$ cat src/rtl/video_timing_pkg.sv
// Shared types and helpers for the raster timing generator: the timing
// configuration record, the config-handshake state encoding and the
// legality check applied to every offered configuration.
package video_timing_pkg;

  // Field widths of the configuration record; the generator's counter width
  // parameters are expected to match these.
  localparam int CFG_H_BITS = 12;
  localparam int CFG_V_BITS = 11;

  typedef struct packed {
    logic [CFG_H_BITS-1:0] h_active;
    logic [CFG_H_BITS-1:0] h_fp;
    logic [CFG_H_BITS-1:0] h_sync;
    logic [CFG_H_BITS-1:0] h_bp;
    logic [CFG_V_BITS-1:0] v_active;
    logic [CFG_V_BITS-1:0] v_fp;
    logic [CFG_V_BITS-1:0] v_sync;
    logic [CFG_V_BITS-1:0] v_bp;
    logic                  hs_pol;
    logic                  vs_pol;
  } timing_cfg_t;

  typedef enum logic [0:0] {
    CFG_IDLE    = 1'b0,
    CFG_PENDING = 1'b1
  } cfg_st_e;

  // Line length in pixels, two bits wider than a field so the sum cannot overflow.
  function automatic logic [CFG_H_BITS+1:0] h_total(input timing_cfg_t c);
    return {2'b00, c.h_active} + {2'b00, c.h_fp} + {2'b00, c.h_sync} + {2'b00, c.h_bp};
  endfunction

  // Frame height in lines, two bits wider than a field.
  function automatic logic [CFG_V_BITS+1:0] v_total(input timing_cfg_t c);
    return {2'b00, c.v_active} + {2'b00, c.v_fp} + {2'b00, c.v_sync} + {2'b00, c.v_bp};
  endfunction

  // A config is usable only if active and sync spans are non-empty and the
  // totals fit the counters (a total of exactly 2^bits still fits, since the
  // counter only reaches total-1).
  function automatic logic cfg_legal(input timing_cfg_t c);
    logic ok;
    ok = 1'b1;
    if ((c.h_active == {CFG_H_BITS{1'b0}}) || (c.h_sync == {CFG_H_BITS{1'b0}}) ||
        (c.v_active == {CFG_V_BITS{1'b0}}) || (c.v_sync == {CFG_V_BITS{1'b0}})) begin
      ok = 1'b0;
    end
    if (h_total(c) > {2'b01, {CFG_H_BITS{1'b0}}}) begin
      ok = 1'b0;
    end
    if (v_total(c) > {2'b01, {CFG_V_BITS{1'b0}}}) begin
      ok = 1'b0;
    end
    return ok;
  endfunction

endpackage

$ cat src/rtl/video_timing_gen_axis_counter.sv
// One raster axis (used for both H and V): a wrapping position counter plus a
// decode of the position it moves to on this step. The decode is combinational
// so the parent can register it on the same edge as the counter itself,
// keeping the registered outputs aligned with the registered count.
module video_axis_counter
  import video_timing_pkg::*;
#(
  parameter int W = 12
) (
  input  logic         clk,
  input  logic         rst,
  input  logic         inc,
  input  logic [W+1:0] total,
  input  logic [W-1:0] active,
  input  logic [W-1:0] fp,
  input  logic [W-1:0] sync,
  output logic [W-1:0] count,
  output logic         wrap,
  output logic         in_active,
  output logic         in_sync
);

  logic [W-1:0] count_r;
  logic [W-1:0] count_nxt_s;
  logic [W+1:0] count_ext_s;
  logic [W+1:0] sync_start_s;
  logic [W+1:0] sync_end_s;

  assign count = count_r;

  // Terminal-count detect against the running total and next-position select.
  always_comb begin
    wrap        = ({2'b00, count_r} == (total - (W+2)'(1)));
    count_nxt_s = count_r;
    if (inc) begin
      if (wrap) begin
        count_nxt_s = {W{1'b0}};
      end else begin
        count_nxt_s = count_r + W'(1);
      end
    end else begin
      count_nxt_s = count_r;
    end
  end

  // Active/sync decode of the position the counter takes on this step.
  always_comb begin
    count_ext_s  = {2'b00, count_nxt_s};
    sync_start_s = {2'b00, active} + {2'b00, fp};
    sync_end_s   = sync_start_s + {2'b00, sync};
    in_active    = (count_ext_s < {2'b00, active});
    in_sync      = (count_ext_s >= sync_start_s) && (count_ext_s < sync_end_s);
  end

  // Position register; advances only when stepped.
  always_ff @(posedge clk) begin
    if (rst) begin
      count_r <= {W{1'b0}};
    end else if (inc) begin
      count_r <= count_nxt_s;
    end else begin
      count_r <= count_r;
    end
  end

endmodule

$ cat src/rtl/video_timing_gen.sv
// Run-time reprogrammable raster timing generator. New timing is accepted over
// a valid/ready port into a shadow set and swapped in only on the frame
// boundary pixel, so each frame is produced entirely with one timing set.
module video_timing_gen
  import video_timing_pkg::*;
#(
  parameter int   HCNTR_BITS   = CFG_H_BITS,
  parameter int   VCNTR_BITS   = CFG_V_BITS,
  parameter int   FC_BITS      = 8,
  parameter int   DEF_H_ACTIVE = 1280,
  parameter int   DEF_H_FP     = 110,
  parameter int   DEF_H_SYNC   = 40,
  parameter int   DEF_H_BP     = 220,
  parameter int   DEF_V_ACTIVE = 720,
  parameter int   DEF_V_FP     = 5,
  parameter int   DEF_V_SYNC   = 5,
  parameter int   DEF_V_BP     = 20,
  parameter logic DEF_HS_POL   = 1'b1,
  parameter logic DEF_VS_POL   = 1'b1
) (
  input  logic                  clk_i,
  input  logic                  rst_i,
  input  logic                  pix_en_i,
  input  logic                  cfg_valid_i,
  output logic                  cfg_ready_o,
  input  timing_cfg_t           cfg_i,
  output logic                  cfg_pending_o,
  output logic                  cfg_err_o,
  output logic [HCNTR_BITS-1:0] hcount_o,
  output logic [VCNTR_BITS-1:0] vcount_o,
  output logic                  hs_o,
  output logic                  vs_o,
  output logic                  de_o,
  output logic                  sol_o,
  output logic                  sof_o,
  output logic [FC_BITS-1:0]    fc_o
);

  localparam timing_cfg_t DEF_CFG = '{
    h_active: CFG_H_BITS'(DEF_H_ACTIVE),
    h_fp:     CFG_H_BITS'(DEF_H_FP),
    h_sync:   CFG_H_BITS'(DEF_H_SYNC),
    h_bp:     CFG_H_BITS'(DEF_H_BP),
    v_active: CFG_V_BITS'(DEF_V_ACTIVE),
    v_fp:     CFG_V_BITS'(DEF_V_FP),
    v_sync:   CFG_V_BITS'(DEF_V_SYNC),
    v_bp:     CFG_V_BITS'(DEF_V_BP),
    hs_pol:   DEF_HS_POL,
    vs_pol:   DEF_VS_POL
  };

  cfg_st_e      state_r;
  cfg_st_e      state_nxt_s;
  timing_cfg_t  act_r;
  timing_cfg_t  shadow_r;
  timing_cfg_t  dec_cfg_s;
  logic         accept_s;
  logic         legal_s;
  logic         latch_s;
  logic         apply_s;
  logic         boundary_s;
  logic         v_inc_s;
  logic         h_wrap_s;
  logic         v_wrap_s;
  logic         h_act_s;
  logic         v_act_s;
  logic         h_sync_s;
  logic         v_sync_s;
  logic         ready_r;
  logic         pending_r;
  logic         err_r;
  logic         de_r;
  logic         hs_r;
  logic         vs_r;
  logic         sol_r;
  logic         sof_r;
  logic [FC_BITS-1:0] fc_r;

  assign v_inc_s    = pix_en_i & h_wrap_s;
  assign boundary_s = pix_en_i & h_wrap_s & v_wrap_s;

  video_axis_counter #(.W(HCNTR_BITS)) u_h (
    .clk       (clk_i),
    .rst       (rst_i),
    .inc       (pix_en_i),
    .total     (h_total(act_r)),
    .active    (dec_cfg_s.h_active),
    .fp        (dec_cfg_s.h_fp),
    .sync      (dec_cfg_s.h_sync),
    .count     (hcount_o),
    .wrap      (h_wrap_s),
    .in_active (h_act_s),
    .in_sync   (h_sync_s)
  );

  video_axis_counter #(.W(VCNTR_BITS)) u_v (
    .clk       (clk_i),
    .rst       (rst_i),
    .inc       (v_inc_s),
    .total     (v_total(act_r)),
    .active    (dec_cfg_s.v_active),
    .fp        (dec_cfg_s.v_fp),
    .sync      (dec_cfg_s.v_sync),
    .count     (vcount_o),
    .wrap      (v_wrap_s),
    .in_active (v_act_s),
    .in_sync   (v_sync_s)
  );

  // Config handshake: accept/reject offers when idle, swap shadow in at the boundary.
  always_comb begin
    state_nxt_s = state_r;
    accept_s    = cfg_valid_i & (state_r == CFG_IDLE);
    legal_s     = cfg_legal(cfg_i);
    latch_s     = 1'b0;
    apply_s     = 1'b0;
    case (state_r)
      CFG_IDLE: begin
        if (accept_s && legal_s) begin
          state_nxt_s = CFG_PENDING;
          latch_s     = 1'b1;
        end else begin
          state_nxt_s = CFG_IDLE;
        end
      end
      CFG_PENDING: begin
        if (boundary_s) begin
          state_nxt_s = CFG_IDLE;
          apply_s     = 1'b1;
        end else begin
          state_nxt_s = CFG_PENDING;
        end
      end
      default: begin
        state_nxt_s = CFG_IDLE;
      end
    endcase
  end

  // Timing set that the post-edge counter values are decoded against.
  always_comb begin
    dec_cfg_s = act_r;
    if (apply_s) begin
      dec_cfg_s = shadow_r;
    end else begin
      dec_cfg_s = act_r;
    end
  end

  // Config state, shadow/active timing sets and handshake status flags.
  always_ff @(posedge clk_i) begin
    if (rst_i) begin
      state_r   <= CFG_IDLE;
      act_r     <= DEF_CFG;
      shadow_r  <= DEF_CFG;
      ready_r   <= 1'b1;
      pending_r <= 1'b0;
      err_r     <= 1'b0;
    end else begin
      state_r   <= state_nxt_s;
      ready_r   <= (state_nxt_s == CFG_IDLE);
      pending_r <= (state_nxt_s == CFG_PENDING);
      err_r     <= accept_s & ~legal_s;
      if (latch_s) begin
        shadow_r <= cfg_i;
      end else begin
        shadow_r <= shadow_r;
      end
      if (apply_s) begin
        act_r <= shadow_r;
      end else begin
        act_r <= act_r;
      end
    end
  end

  // Decoded raster outputs and frame counter, registered with the counters.
  always_ff @(posedge clk_i) begin
    if (rst_i) begin
      de_r  <= 1'b0;
      hs_r  <= ~DEF_CFG.hs_pol;
      vs_r  <= ~DEF_CFG.vs_pol;
      sol_r <= 1'b0;
      sof_r <= 1'b0;
      fc_r  <= {FC_BITS{1'b0}};
    end else if (pix_en_i) begin
      de_r  <= h_act_s & v_act_s;
      hs_r  <= h_sync_s ? dec_cfg_s.hs_pol : ~dec_cfg_s.hs_pol;
      vs_r  <= v_sync_s ? dec_cfg_s.vs_pol : ~dec_cfg_s.vs_pol;
      sol_r <= h_wrap_s;
      sof_r <= h_wrap_s & v_wrap_s;
      if (boundary_s) begin
        fc_r <= fc_r + FC_BITS'(1);
      end else begin
        fc_r <= fc_r;
      end
    end else begin
      de_r  <= de_r;
      hs_r  <= hs_r;
      vs_r  <= vs_r;
      sol_r <= sol_r;
      sof_r <= sof_r;
      fc_r  <= fc_r;
    end
  end

  assign cfg_ready_o   = ready_r;
  assign cfg_pending_o = pending_r;
  assign cfg_err_o     = err_r;
  assign de_o          = de_r;
  assign hs_o          = hs_r;
  assign vs_o          = vs_r;
  assign sol_o         = sol_r;
  assign sof_o         = sof_r;
  assign fc_o          = fc_r;

endmodule

$ cat config.mk
export PLATFORM = sky130hd
export DESIGN_NAME = video_timing_gen
export DESIGN_NICKNAME = d
export VERILOG_FILES = /design/src/rtl/video_timing_pkg.sv /design/src/rtl/video_timing_gen_axis_counter.sv /design/src/rtl/video_timing_gen.sv
export SDC_FILE = /design/constraint.sdc
export NUM_CORES = 1
export LEC_CHECK = 0
export CAP_MARGIN = 5
export CORE_MARGIN = 4
export CORE_UTILIZATION = 29
export DETAILED_ROUTE_END_ITERATION = 6
export PLACE_DENSITY = 0.45
export SYNTH_ARGS = -nofsm -noshare
export SYNTH_HDL_FRONTEND = slang
export SYNTH_SLANG_ARGS = --single-unit
$ cat constraint.sdc
create_clock -name clk_i -period 9.97 [get_ports clk_i]
set_clock_uncertainty 0.2 [all_clocks]
set_input_delay 0.997 -clock clk_i [delete_from_list [all_inputs] [get_ports clk_i]]
set_output_delay 0.997 -clock clk_i [all_outputs]
set_load 0.005 [all_outputs]
# [Word-level counts from Yosys, hierarchy flattened]
# Index checks and enable logic that the tools add are counted.
[word_totals] word_cells=100 regBits=227 inputBits=98 mem_bits_ro=0 latch_bits=0 ramBits=0 n_memories=0 out_inout_bits=39
[op_classes] n_mul=0 add_sub_neg=21 magnitude_cmp=8 n_eq_ne=2 n_div=0 muxes=16 n_bitwise=11 n_reduce_logical=11 n_shift=0
[ops] op="94-bit two-way mux" count=1
[ops] op="14-bit by 12-bit adder with 14-bit output" count=3
[ops] op="12-bit by 12-bit adder with 13-bit output" count=3
[ops] op="13-bit by 11-bit adder with 13-bit output" count=3
[ops] op="11-bit by 11-bit adder with 12-bit output" count=3
[ops] op="13-bit by 12-bit adder with 14-bit output" count=2
[ops] op="12-bit by 11-bit adder with 13-bit output" count=2
[ops] op="12-bit logical NOT" count=2
[ops] op="12-bit two-way mux" count=2
[ops] op="11-bit logical NOT" count=2
[ops] op="11-bit two-way mux" count=2
[ops] op="12-bit by 14-bit == test with 1-bit output" count=1
[ops] op="12-bit by 14-bit greater-or-equal comparator with 1-bit output" count=1
[ops] op="14-bit by 13-bit greater-than comparator with 1-bit output, second input constant" count=1
[ops] op="12-bit by 14-bit < comparator with 1-bit output" count=1
[ops] op="14-bit by 1-bit subtractor with 14-bit output, second input constant" count=1
[ops] op="11-bit by 13-bit == test with 1-bit output" count=1
[ops] op="11-bit by 13-bit greater-or-equal comparator with 1-bit output" count=1
[ops] op="13-bit by 12-bit greater-than comparator with 1-bit output, second input constant" count=1
[ops] op="11-bit by 13-bit < comparator with 1-bit output" count=1
[ops] op="13-bit by 1-bit subtractor with 13-bit output, second input constant" count=1
[ops] op="12-bit by 1-bit adder with 12-bit output, second input constant" count=1
[ops] op="12-bit < comparator" count=1
[ops] op="11-bit by 1-bit adder with 11-bit output, second input constant" count=1
[ops] op="9 further kinds" count=31

# [Longest topological paths before layout]
[depth] ltp_word=15 depth_mapped=48 ltp_nobuf=43

# [Hierarchy]
# Synthesis repeated with hierarchy kept, for this count alone.
[unflattened] hier_cells=2239 area_unflattened_um2=17977.2
[modules_own_cells] module="video_timing_gen" area_per_inst_um2=12280.5 n_inst=1 cells_each=1481 seq_area_each_um2=4083.9
[modules_own_cells] module="video_axis_counter (u_h)" area_per_inst_um2=2955.3 n_inst=1 cells_each=386 seq_area_each_um2=240.2
[modules_own_cells] module="video_axis_counter (u_v)" area_per_inst_um2=2741.4 n_inst=1 cells_each=372 seq_area_each_um2=220.2

# [Worst setup path after synthesis]
# Ideal clock, no wire load.
[synth_path] path_kind="reg-to-reg" start="reg act_r[3] (netlist name)" end="reg hs_r (netlist: hs_o)" setup_slack_ns=0.553 synth_period_minus_slack_ns=9.417 arrival_ns=9.131 required_time_ns=9.684 stages_incl_launch_ff=43 n_path_buf=3 setup_ns=0.086 path_cell_list="dfxtp_1 > inv_1 > ha_1 > inv_1 > fa_1 > fa_1 > ha_1 > fa_1 > a21o_1 > a221oi_2 > a2111oi_0 > a2111oi_2 > nor4b_2 > and3_1 > nand3_2 > buf_4 > buf_2 > buf_4 > [... 7 more ...] > nor3_1 > nor2_1 > xnor2_1 > ha_1 > a21oi_1 > o21ai_0 > a21o_1 > a21oi_1 > xor2_1 > ha_1 > o21bai_1 > nor3_1 > nor2_1 > a21oi_1 > a31o_1 > a311oi_1 > xnor2_1 > a211oi_1"
[synth_rtl] element="start, declared" line_no="video_timing_gen.sv:54" text="timing_cfg_t act_r;"
[synth_rtl] element="start signal, assigned" line_no="video_timing_gen.sv:170" text="act_r <= shadow_r;"
[synth_rtl] element="start signal, assigned" line_no="video_timing_gen.sv:172" text="act_r <= act_r;"
[synth_rtl] element="end signal, assigned" line_no="video_timing_gen.sv:181" text="hs_r <= ~DEF_CFG.hs_pol;"
[synth_rtl] element="end signal, assigned" line_no="video_timing_gen.sv:188" text="hs_r <= h_sync_s ? dec_cfg_s.hs_pol : ~dec_cfg_s.hs_pol;"
[synth_rtl] element="end signal, assigned" line_no="video_timing_gen.sv:199" text="hs_r <= hs_r;"
[synth_rtl] element="end, declared" line_no="video_timing_gen.sv:73" text="logic hs_r;"

==> impl_metrics.tcl <==
set metrics [dict create \
    outcome "finished, final reports clean" \
    path_clk_slew_ps 60 \
    power.leakage_uw 0.00975 \
    worstReg2RegEnd "vs_o$_SDFFE_PP0P_" \
    grt_first_pass_wirelength_um 83400 \
    startpoint_type "flip-flop" \
    cp_data_arrival_time_ps 9740 \
    finish.cell_count_without_fillers 2893 \
    most_used_cell_cp "sky130_fd_sc_hd__ha_1" \
    cts_tree "yes" \
    vias_per_cell 4.83 \
    row_count 89 \
    mappedNetlistNets 2356 \
    first_global_vias 14200 \
    syn2layout_area_growth_pct 20.3 \
    area_of_the_core_mm2 0.0589 \
    finalWirelength_um 54500 \
    pre_cts_slack_ps -58.1 \
    dp_cells 2830 \
    synth.ff_latch_count 227 \
    crit_type "reg -> reg" \
    cts_buffers 28 \
    die_w_um 252 \
    post_synth_instance_area_mm2 0.0172 \
    cp_slowest_cell "sky130_fd_sc_hd__fa_1" \
    clock_root_cell "sky130_fd_sc_hd__clkbuf_16" \
    max-slew-margin-rel 0.262 \
    maxSlewViolCount 0 \
    globalplace.congestion 0.839 \
    leading_cell_types_in_the_layout_fill_and_taps_excluded "227 x sky130_fd_sc_hd__dfxtp_1, 204 x sky130_fd_sc_hd__nand2_1, 204 x sky130_fd_sc_hd__inv_1" \
    drt-initial-drc-count 826 \
    period_needed_ps 9510 \
    crit_path_max_incr_delay_ps 520 \
    ys_warn_count 0 \
    syn_inst 1973 \
    track_usage 0.167 \
    max_freq_mhz 105 \
    clock_latency_ps 570 \
    postLayoutSetupSlackWorst_ps 463 \
    setup_violations_final 0 \
    route.antenna.remaining_nets 0 \
    worst_hold_path.num_cells 2 \
    detailroute.via_count 14000 \
    worst_setup_path_end_kind "flip-flop" \
    r2r_start "act_r[14]$_SDFF_PP0_" \
    netlist_top_cells_area "sky130_fd_sc_hd__dfxtp_1 26%, sky130_fd_sc_hd__ha_1 14%, sky130_fd_sc_hd__fa_1 11%" \
    fill_cells 6056 \
    dr.pass1.iters 5 \
    place.port_buffers 136 \
    routed_wire_length_per_instance_um 18.8 \
    hold_path.class "reg -> reg" \
    syn_avg_cell_area_um2 8.73 \
    number_of_antenna_violations_at_the_first_check_in_global_routing 2 \
    timing.hold.worst_endpoint "act_r[3]$_SDFFE_PP0N_" \
    synth_top_area_share 0.264 \
    grt_max_degree 102 \
    worst-r2r-cell-count 38 \
    synth_top_cell_by_area "sky130_fd_sc_hd__dfxtp_1" \
    num_io_pins 137 \
    crit_fanout 20 \
    synth_ff_type "sky130_fd_sc_hd__dfxtp_1" \
    synth_edf_count 0 \
    clock_path_buffers 3 \
    ir_worst_vdd_mv 0.0979 \
    design.die.area_mm2 0.0633 \
    synth.lib_cells_used.distinct 74 \
    startpoint_of_the_worst_hold_path "act_r[3]$_SDFFE_PP0N_" \
    pwr_density_cell_mw_per_mm2 126 \
    floorplan.initialDensity 0.292 \
    die_height_um 252 \
    async_reset_ff_frac 0 \
    htree_num_levels 1 \
    worst-r2r-setup-slack_ps 460 \
    finish.net_count 2480 \
    layout_commonest_cell "sky130_fd_sc_hd__dfxtp_1" \
    detailed_place_hpwl_um 43900 \
    count_of_clock_tree_sinks 227 \
    timing_worst_slew_pin_value_ps 1110 \
    route.detailed.drc 0 \
    timing_hold_violations_final 0 \
    max_cap_viol_count 0 \
    crit_required_ps 10210 \
    synth-seq-area-share 0.264 \
    final_layout_size_suffix_gt1_frac 0.0632 \
    utilization 0.352 \
    final_critical_path_share_of_the_clock_period 0.954 \
    grt.overflow.total 0 \
]
[layer usage]
metal | wire [um] | GRT usage
met1 | 27900 | 0.252
met2 | 23200 | 0.253
met3 | 2450 | 0.0231
met4 | 923 | 0.0339
met5 | 16 | 0
[critical path, delay by kind of cell (launching register included)]
family                   cells  cell delay [ps]
multiplexers                 3              720
AO/OA/AOI/OAI               11             1960
XOR/XNOR                     1              170
buffers and inverters        5              640
flip-flops                   1              340
adder cells (fa/ha/maj)     10             3340
AND/OR/NAND/NOR              8             2020
[Yosys cell counts, types with 4 or more instances]
| library cell | instances |
|---|---|
| sky130_fd_sc_hd__or2_2 | 18 |
| sky130_fd_sc_hd__a31oi_1 | 7 |
| sky130_fd_sc_hd__nor2_1 | 186 |
| sky130_fd_sc_hd__o2111ai_1 | 6 |
| sky130_fd_sc_hd__inv_1 | 204 |
| sky130_fd_sc_hd__o21a_1 | 11 |
| sky130_fd_sc_hd__ha_1 | 191 |
| sky130_fd_sc_hd__o21ai_0 | 46 |
| sky130_fd_sc_hd__mux2i_1 | 98 |
| sky130_fd_sc_hd__maj3_1 | 11 |
| sky130_fd_sc_hd__a21oi_1 | 124 |
| sky130_fd_sc_hd__or3_1 | 11 |
| sky130_fd_sc_hd__o31ai_1 | 12 |
| sky130_fd_sc_hd__o31a_1 | 4 |
| sky130_fd_sc_hd__buf_2 | 16 |
| sky130_fd_sc_hd__nand2b_1 | 20 |
| sky130_fd_sc_hd__nor2b_1 | 28 |
| sky130_fd_sc_hd__and3_1 | 18 |
| sky130_fd_sc_hd__o211ai_1 | 7 |
| sky130_fd_sc_hd__a221oi_1 | 7 |
| sky130_fd_sc_hd__xor2_1 | 43 |
| sky130_fd_sc_hd__xnor2_1 | 65 |
| sky130_fd_sc_hd__and2_1 | 6 |
| sky130_fd_sc_hd__nor3_1 | 34 |
| sky130_fd_sc_hd__o21bai_1 | 13 |
| sky130_fd_sc_hd__clkbuf_1 | 44 |
| sky130_fd_sc_hd__nand4_1 | 24 |
| sky130_fd_sc_hd__buf_1 | 6 |
| sky130_fd_sc_hd__fa_1 | 94 |
| sky130_fd_sc_hd__dfxtp_1 | 227 |
| sky130_fd_sc_hd__a211o_1 | 39 |
| sky130_fd_sc_hd__a21o_1 | 42 |
| sky130_fd_sc_hd__nand2_1 | 204 |
| sky130_fd_sc_hd__nand3_1 | 16 |
| sky130_fd_sc_hd__a211oi_1 | 8 |
| sky130_fd_sc_hd__and4_1 | 6 |
| sky130_fd_sc_hd__nor4_1 | 15 |
| sky130_fd_sc_hd__a2111oi_0 | 7 |
[sequential cells by signal, summed over array words and instances, names as in the netlist]
name,cells
act_r,94
shadow_r,94
u_h.count,12
u_v.count,11
fc_o,8
cfg_err_o,1
cfg_pending_o,1
cfg_ready_o,1
de_o,1
hs_o,1
sof_o,1
sol_o,1
vs_o,1
[cells by family (layout without fill, tap and decap cells)]
family / Yosys count / after routing / synth area share
and+or+nand+nor: 605 / 605 / 0.165
AOI/OAI and AO/OA: 360 / 360 / 0.139
xor gates and xnor gates: 108 / 108 / 0.0549
muxes: 103 / 103 / 0.0605
other: 0 / 1 / 0
buffers and inverters: 274 / 420 / 0.0620
DFF: 227 / 227 / 0.264
adders and majority gates: 296 / 296 / 0.255
[through the flow]
stage	setup TNS (ps)	hold WS, ps	power (uW)	cell area, um^2
after global routing	-21.1	272	2740	20700
after floorplan	0	232	1330	17200
after global placement	0	238	1500	19400
after detailed placement	-98.3	245	1510	19400
after CTS	0	252	2650	20400
final	0	249	2610	20700
[power by group]
part	switching (uW)	internal, uW	leakage, uW
clock	437	682	0.000490
sequential	36.5	946	0.00183
combinational	272	233	0.00742
[cell type report]
type,instances,area (um^2),share of cell area
clock inverter,14,196,0.00949
timing repair buffer,164,1630,0.0786
multi-input combinational,1472,11800,0.569
antenna,1,2.50,0.000121
clock buffer,38,820,0.0396
tap,773,967,0.0467
sequential,227,4540,0.219
inverter,204,766,0.0370
[worst max path at each step]
stage               slack [ps]                 to  cells past startpoint             startpoint
finish                     460  vs_o$_SDFFE_PP0P_                     38   act_r[14]$_SDFF_PP0_
global route               -20  hs_o$_SDFFE_PP0P_                     41   act_r[14]$_SDFF_PP0_
CTS                         10  hs_o$_SDFFE_PP0P_                     39   act_r[14]$_SDFF_PP0_
detailed placement         -60  hs_o$_SDFFE_PP0P_                     39   act_r[14]$_SDFF_PP0_
global placement           150  hs_o$_SDFFE_PP0P_                     39  act_r[3]$_SDFFE_PP0N_
floorplan                  550  hs_o$_SDFFE_PP0P_                     42  act_r[3]$_SDFFE_PP0N_
[timing repair]
action / 4_1_cts / 5_1_grt
buffers inserted: 0 / 8
cloned: 0 / 2
hold buffers: 0 / 0
endpoints found under the setup margin: 2 / 2
pin swaps: 0 / 11
gates resized for setup: 1 / 36
No activity file was read; power rests on OpenSTA's default activity.
